$ cat src/rtl/mem_march_tester.sv
// rtl/mem_march_tester.sv - two-phase write/readback march tester for a single-port RAM
module mem_march_tester #(
  parameter int ADD_WIDTH = 6,
  parameter int DATA_WIDTH = 4,
  parameter int DEPTH = 64,
  parameter logic [DATA_WIDTH-1:0] SEED = 4'hA
) (
  input  logic                  clk,
  input  logic                  rst_n,
  input  logic                  start,
  output logic                  busy,
  output logic                  done,
  output logic                  pass,
  output logic [ADD_WIDTH-1:0]  fail_addr,
  output logic [DATA_WIDTH-1:0] fail_data,
  output logic                  fail_phase,
  output logic                  mem_wr,
  output logic                  mem_read,
  output logic [ADD_WIDTH-1:0]  mem_address,
  output logic [DATA_WIDTH-1:0] mem_data_write,
  input  logic [DATA_WIDTH-1:0] mem_out
);

  typedef enum logic [2:0] {IDLE, WRITE, READ, CHECK, DONE} state_t;

  localparam logic [ADD_WIDTH-1:0] LAST = ADD_WIDTH'(DEPTH - 1);

  state_t                  state, state_nxt;
  logic [ADD_WIDTH-1:0]    addr, addr_nxt;
  logic                    phase, phase_nxt;
  logic                    pass_nxt, fail_phase_nxt;
  logic [ADD_WIDTH-1:0]    fail_addr_nxt;
  logic [DATA_WIDTH-1:0]   fail_data_nxt;
  logic [DATA_WIDTH-1:0]   base_cur, base_nxt;
  logic [DATA_WIDTH-1:0]   pat_cur, pat_nxt;

  // Pattern base is the low data-width bits of the address, zero-extended when narrower.
  generate
    if (ADD_WIDTH >= DATA_WIDTH) begin : g_trunc
      assign base_cur = addr[DATA_WIDTH-1:0];
      assign base_nxt = addr_nxt[DATA_WIDTH-1:0];
    end else begin : g_zext
      assign base_cur = DATA_WIDTH'(addr);
      assign base_nxt = DATA_WIDTH'(addr_nxt);
    end
  endgenerate

  assign pat_cur = phase ? ~(base_cur ^ SEED) : (base_cur ^ SEED);
  assign pat_nxt = phase_nxt ? ~(base_nxt ^ SEED) : (base_nxt ^ SEED);

  always_comb begin
    state_nxt      = state;
    addr_nxt       = addr;
    phase_nxt      = phase;
    pass_nxt       = pass;
    fail_addr_nxt  = fail_addr;
    fail_data_nxt  = fail_data;
    fail_phase_nxt = fail_phase;
    case (state)
      IDLE: begin
        if (start) begin
          state_nxt      = WRITE;
          addr_nxt       = '0;
          phase_nxt      = 1'b0;
          pass_nxt       = 1'b0;
          fail_addr_nxt  = '0;
          fail_data_nxt  = '0;
          fail_phase_nxt = 1'b0;
        end
      end
      WRITE: begin
        if (addr == LAST) begin
          addr_nxt  = '0;
          state_nxt = READ;
        end else begin
          addr_nxt = addr + 1'b1;
        end
      end
      READ: state_nxt = CHECK;
      CHECK: begin
        // mem_out carries the word requested in the preceding READ cycle.
        if (mem_out != pat_cur) begin
          fail_addr_nxt  = addr;
          fail_data_nxt  = mem_out;
          fail_phase_nxt = phase;
          pass_nxt       = 1'b0;
          state_nxt      = DONE;
        end else if (addr == LAST) begin
          if (!phase) begin
            phase_nxt = 1'b1;
            addr_nxt  = '0;
            state_nxt = WRITE;
          end else begin
            pass_nxt  = 1'b1;
            state_nxt = DONE;
          end
        end else begin
          addr_nxt  = addr + 1'b1;
          state_nxt = READ;
        end
      end
      DONE:    state_nxt = IDLE;
      default: state_nxt = IDLE;
    endcase
  end

  // Outputs are registered from the next-state values so they line up with the state they describe.
  always_ff @(posedge clk or negedge rst_n) begin
    if (!rst_n) begin
      state          <= IDLE;
      addr           <= '0;
      phase          <= 1'b0;
      busy           <= 1'b0;
      done           <= 1'b0;
      pass           <= 1'b0;
      fail_addr      <= '0;
      fail_data      <= '0;
      fail_phase     <= 1'b0;
      mem_wr         <= 1'b0;
      mem_read       <= 1'b0;
      mem_address    <= '0;
      mem_data_write <= '0;
    end else begin
      state          <= state_nxt;
      addr           <= addr_nxt;
      phase          <= phase_nxt;
      pass           <= pass_nxt;
      fail_addr      <= fail_addr_nxt;
      fail_data      <= fail_data_nxt;
      fail_phase     <= fail_phase_nxt;
      busy           <= (state_nxt == WRITE) || (state_nxt == READ) || (state_nxt == CHECK);
      done           <= (state_nxt == DONE);
      mem_wr         <= (state_nxt == WRITE);
      mem_read       <= (state_nxt == READ);
      mem_address    <= addr_nxt;
      mem_data_write <= (state_nxt == WRITE) ? pat_nxt : '0;
    end
  end

endmodule
$ cat config.mk
export PLATFORM = sky130hd
export DESIGN_NAME = mem_march_tester
export DESIGN_NICKNAME = d
export VERILOG_FILES = /design/src/rtl/mem_march_tester.sv
export SDC_FILE = /design/constraint.sdc
export NUM_CORES = 1
export LEC_CHECK = 0
export ABC_AREA = 1
export ABC_CLOCK_PERIOD_IN_PS = 4320
export BUFFER_PORTS_ARGS = -buffer_cell sky130_fd_sc_hd__buf_4
export CORE_UTILIZATION = 58
export DETAILED_ROUTE_END_ITERATION = 7
export HOLD_SLACK_MARGIN = 0.15
export MAX_ROUTING_LAYER = met4
export PLACE_DENSITY = 0.86
export SYNTH_ARGS = -nofsm -noshare
export SYNTH_HDL_FRONTEND = slang
export SYNTH_SLANG_ARGS = --single-unit
$ cat constraint.sdc
create_clock -name clk -period 4.32 [get_ports clk]
set_input_delay 0.216 -clock clk [delete_from_list [all_inputs] [get_ports clk]]
set_output_delay 0.216 -clock clk [all_outputs]
set_load 0.02 [all_outputs]
==> results by group <==
Layout
  – Ant diodes: 0
  – Commonest cells after routing, fill and taps aside: nand2_1, inv_1, buf_4
  – Cell area after layout: just under 2000 sq um
  – Fin nets: 270
  – Commonest non-fill, non-tap cell in the layout: nand2_1
  – Filler instances: approximately 220
  – Reg area: 751 sq um
  – Multi-input gate area: about 740 sq um
  – Layout cells sized above 1: 21.2%
  – Area growth syn-to-layout: 19.0%

Worst setup path
  – Crit path launch: addr[2]$_DFF_PN0_
  – R2r setup slk: 2.11 ns
  – Critical Path AT: about 2.4 ns
  – Setup crit end kind: flip-flop
  – Worst-path fanout max: 21
  – Worst EP required: between 4 and 5 ns
  – RR Startpoint: addr[2]$_DFF_PN0_
  – Worst Reg-to-Reg Cells: 12
  – CP Launch Type: flip-flop
  – Worst r2r dst: pass$_DFFE_PN0P_
  – Setup crit end: pass$_DFFE_PN0P_
  – Critical path type: reg -> reg

Power
  – Leakage Power: 1.12 nW
  – Net Sw Power: around 0.0005 W
  – Pwr dens: 560 nW/um^2
  – VDD IR-drop max: about 0.47 mV
  – Switch share: around 44%
  – Logic pwr share: between 40% and 50%
  – Sequential Power Share: 36.2%
  – Internal cell power: just over 0.0006 W
  – Clock power frac: roughly 16%

Worst hold path
  – Hold_sp: mem_out[2]
  – Worst hold path class: in -> reg

Global route
  – Global-route wire length before repair: roughly 6300 um
  – Grt peak-use layer: met2
  – Number of global-route vias before repair: around 1,400
  – Grt met1 use: between 30% and 40%
  – Met3 GRT Util: 5.81%
  – Remaining Overflow, GRT: 0
  – Largest net degree at the start of global routing: 31
  – Initial antenna violation count: 0
  – GRT met2 Usage: between 30% and 40%
  – GRT Overall Usage: between 20% and 30%

Detailed routing
  – Drc violations: 0
  – First-pass DRT Iterations: 5
  – Via density: between 5 and 6
  – Final antenna-violating net count: 0
  – DR iter-0 viols: a little under 80
  – Via count: between 1,000 and 1,500
  – Routed wire length: approximately 3500 um
  – Routed WL per cell: 12.1 um

Timing
  – Endpoints failing setup: 0
  – Max Slew Vio Count: 0
  – Slew margin rel.: roughly 65%
  – Unrepaired setup endpoints after global routing: false
  – Final Skew: between 0.007 and 0.008 ns
  – Fin. Hold Viols: 0
  – Fin crit share: between 50% and 60%
  – Slew @ Worst Pin: 0.526 ns
  – FMAX: 453 MHz
  – Fin crit period: about 2.2 ns
  – Post-Route Setup TNS: 0 ns

Clock tree
  – CTS HTree Levels: 2
  – Clock sinks: 30
  – CTS tree: yes
  – Setup repair bufs after CTS: 0
  – Root buffer cell: clkbuf_4
  – Num CTS Buffers: 5
  – CTS Hold Bufs: 1
  – Clock transition at path regs: 0.09 ns
  – Clock latency at the later pin of the worst-skew pair: 0.33 ns
  – Clock Tree Buf Depth: 2
  – Resized Gates After CTS: 0

Logic synthesis
  – Adder-cell share of the synthesized area: between 3 and 4%
  – Avg Cell Area, Syn: 7.53 sq um
  – Yosys warns: 0
  – Synth unique cells: 26
  – Complex-gate fraction of the synthesized area: around a tenth
  – XOR/XNOR Fraction of Synth Area: 1.05%
  – Cells after Synth: around 220
  – Simple-Gate Fraction of Synth Area: roughly 30%
  – Multiplexer share of the synthesized area: 0%
  – Synth Flop Type: dfrtp_1
  – Seq cells post-synth: 30
  – Post-synth EDFFs: 0
  – Main combinational cell family by area after synthesis: simple AND/OR/NAND/NOR gates
  – Post-Synthesis Cell Area: ~1700 sq um
  – Post-synth ARST share: 100%
  – Syn Nets: roughly 230
  – Sequential area share after synthesis: between 40% and 50%

Floorplanning
  – Full die area: around 3100 sq um
  – Initial Utilization: about three fifths
  – Core Area: between 2000 and 3000 sq um
  – DIE HEIGHT: around 56 um
  – Row cnt: 19
  – I/O pins: 33
  – Die width: 55.7 um

Outcome
  – Status: finished, final reports clean

Place
  – Final HPWL DP: 2560 um
  – IO buf count: 32
  – DP Area: 1920 sq um
  – Gp weighted congestion: just over 0.9

Run
  – Max Cap Viol: 0
[kinds of logic (layout without fill, tap and decap cells)]
group	after synthesis	count (layout)
adders and majority gates	5	5
AOI/OAI and AO/OA	24	24
and+or+nand+nor	117	117
xor gates and xnor gates	2	2
buffers and inverters	44	81
DFF	30	30
[layout make-up]
| type | count | area share, % |
|---|---|---|
| tap | 31 | 1.95 |
| clock inverter | 1 | 0.252 |
| sequential | 30 | 37.7 |
| multi-input combinational | 148 | 37.2 |
| clock buffer | 7 | 2.77 |
| inverter | 40 | 7.55 |
| timing repair buffer | 33 | 12.6 |
[power by group through the flow]
stage | Clock [W] | Sequential [W] | Combinational [W]
after floorplan | 0 | 0.000460 | 0.000320
after global placement | 0 | 0.000406 | 0.000522
after detailed placement | 0 | 0.000405 | 0.000531
after CTS | 0.000177 | 0.000402 | 0.000537
after global routing | 0.000193 | 0.000413 | 0.000595
final | 0.000174 | 0.000403 | 0.000538
[worst max-delay path: stages (launching register included)]
cell     delay [ns]
dfrtp_1        0.49
ha_1           0.35
inv_1          0.04
nand2_1        0.05
nand2_1        0.06
nor2_2         0.19
nand2_1        0.10
nand2_1        0.12
nand2_1        0.11
inv_2          0.25
o21ai_0        0.18
nand3_1        0.11
nand2_1        0.06
[flip-flops by register name (all words and copies together), names as in the netlist]
signal	cells
mem_read	1
phase	1
fail_addr	6
fail_data	4
pass	1
mem_data_write	4
state	3
addr	6
fail_phase	1
busy	1
done	1
mem_wr	1
[how the worst min path moves through the flow]
stage	endpoint	depth (start not counted)
after CTS	fail_data[2]$_DFFE_PN0P_	3
after detailed placement	fail_phase$_DFFE_PN0P_	1
final	fail_data[2]$_DFFE_PN0P_	3
after global routing	fail_data[1]$_DFFE_PN0P_	3
after global placement	fail_phase$_DFFE_PN0P_	1
after floorplan	addr[0]$_DFF_PN0_	0
[synthesized netlist by cell type, types with 4 or more instances]
| cell type | count | share of area (%) |
|---|---|---|
| o21ai_0 | 7 | 2.1 |
| inv_1 | 37 | 8.3 |
| dfrtp_1 | 30 | 45 |
| ha_1 | 5 | 3.7 |
| o31ai_1 | 5 | 2.2 |
| nand2_1 | 74 | 17 |
| o21ai_1 | 4 | 1.2 |
| nand3_1 | 13 | 3.9 |
| nor2_1 | 15 | 3.4 |
| nand2_2 | 4 | 1.5 |
[routing by layer]
metal  part of all wire [%]  wire (um)
met5                      0          0
met4                    1.9         65
met3                    6.5        228
met2                     46       1590
met1                     46       1610
[per-stage QoR]
step	util, %	instances	hold slack (ns)	worst slack [ns]	power [W]
after floorplan	-	222	-0.0796	2.51	0.000780
after detailed placement	70.2	281	0.162	2.17	0.000936
after global placement	70.2	281	0.164	2.24	0.000927
final	72.8	290	0.156	2.11	0.00111
after CTS	72.8	290	0.152	2.14	0.00112
after global routing	72.8	290	0.166	1.93	0.00120
Power figures use the tool's default switching activity.
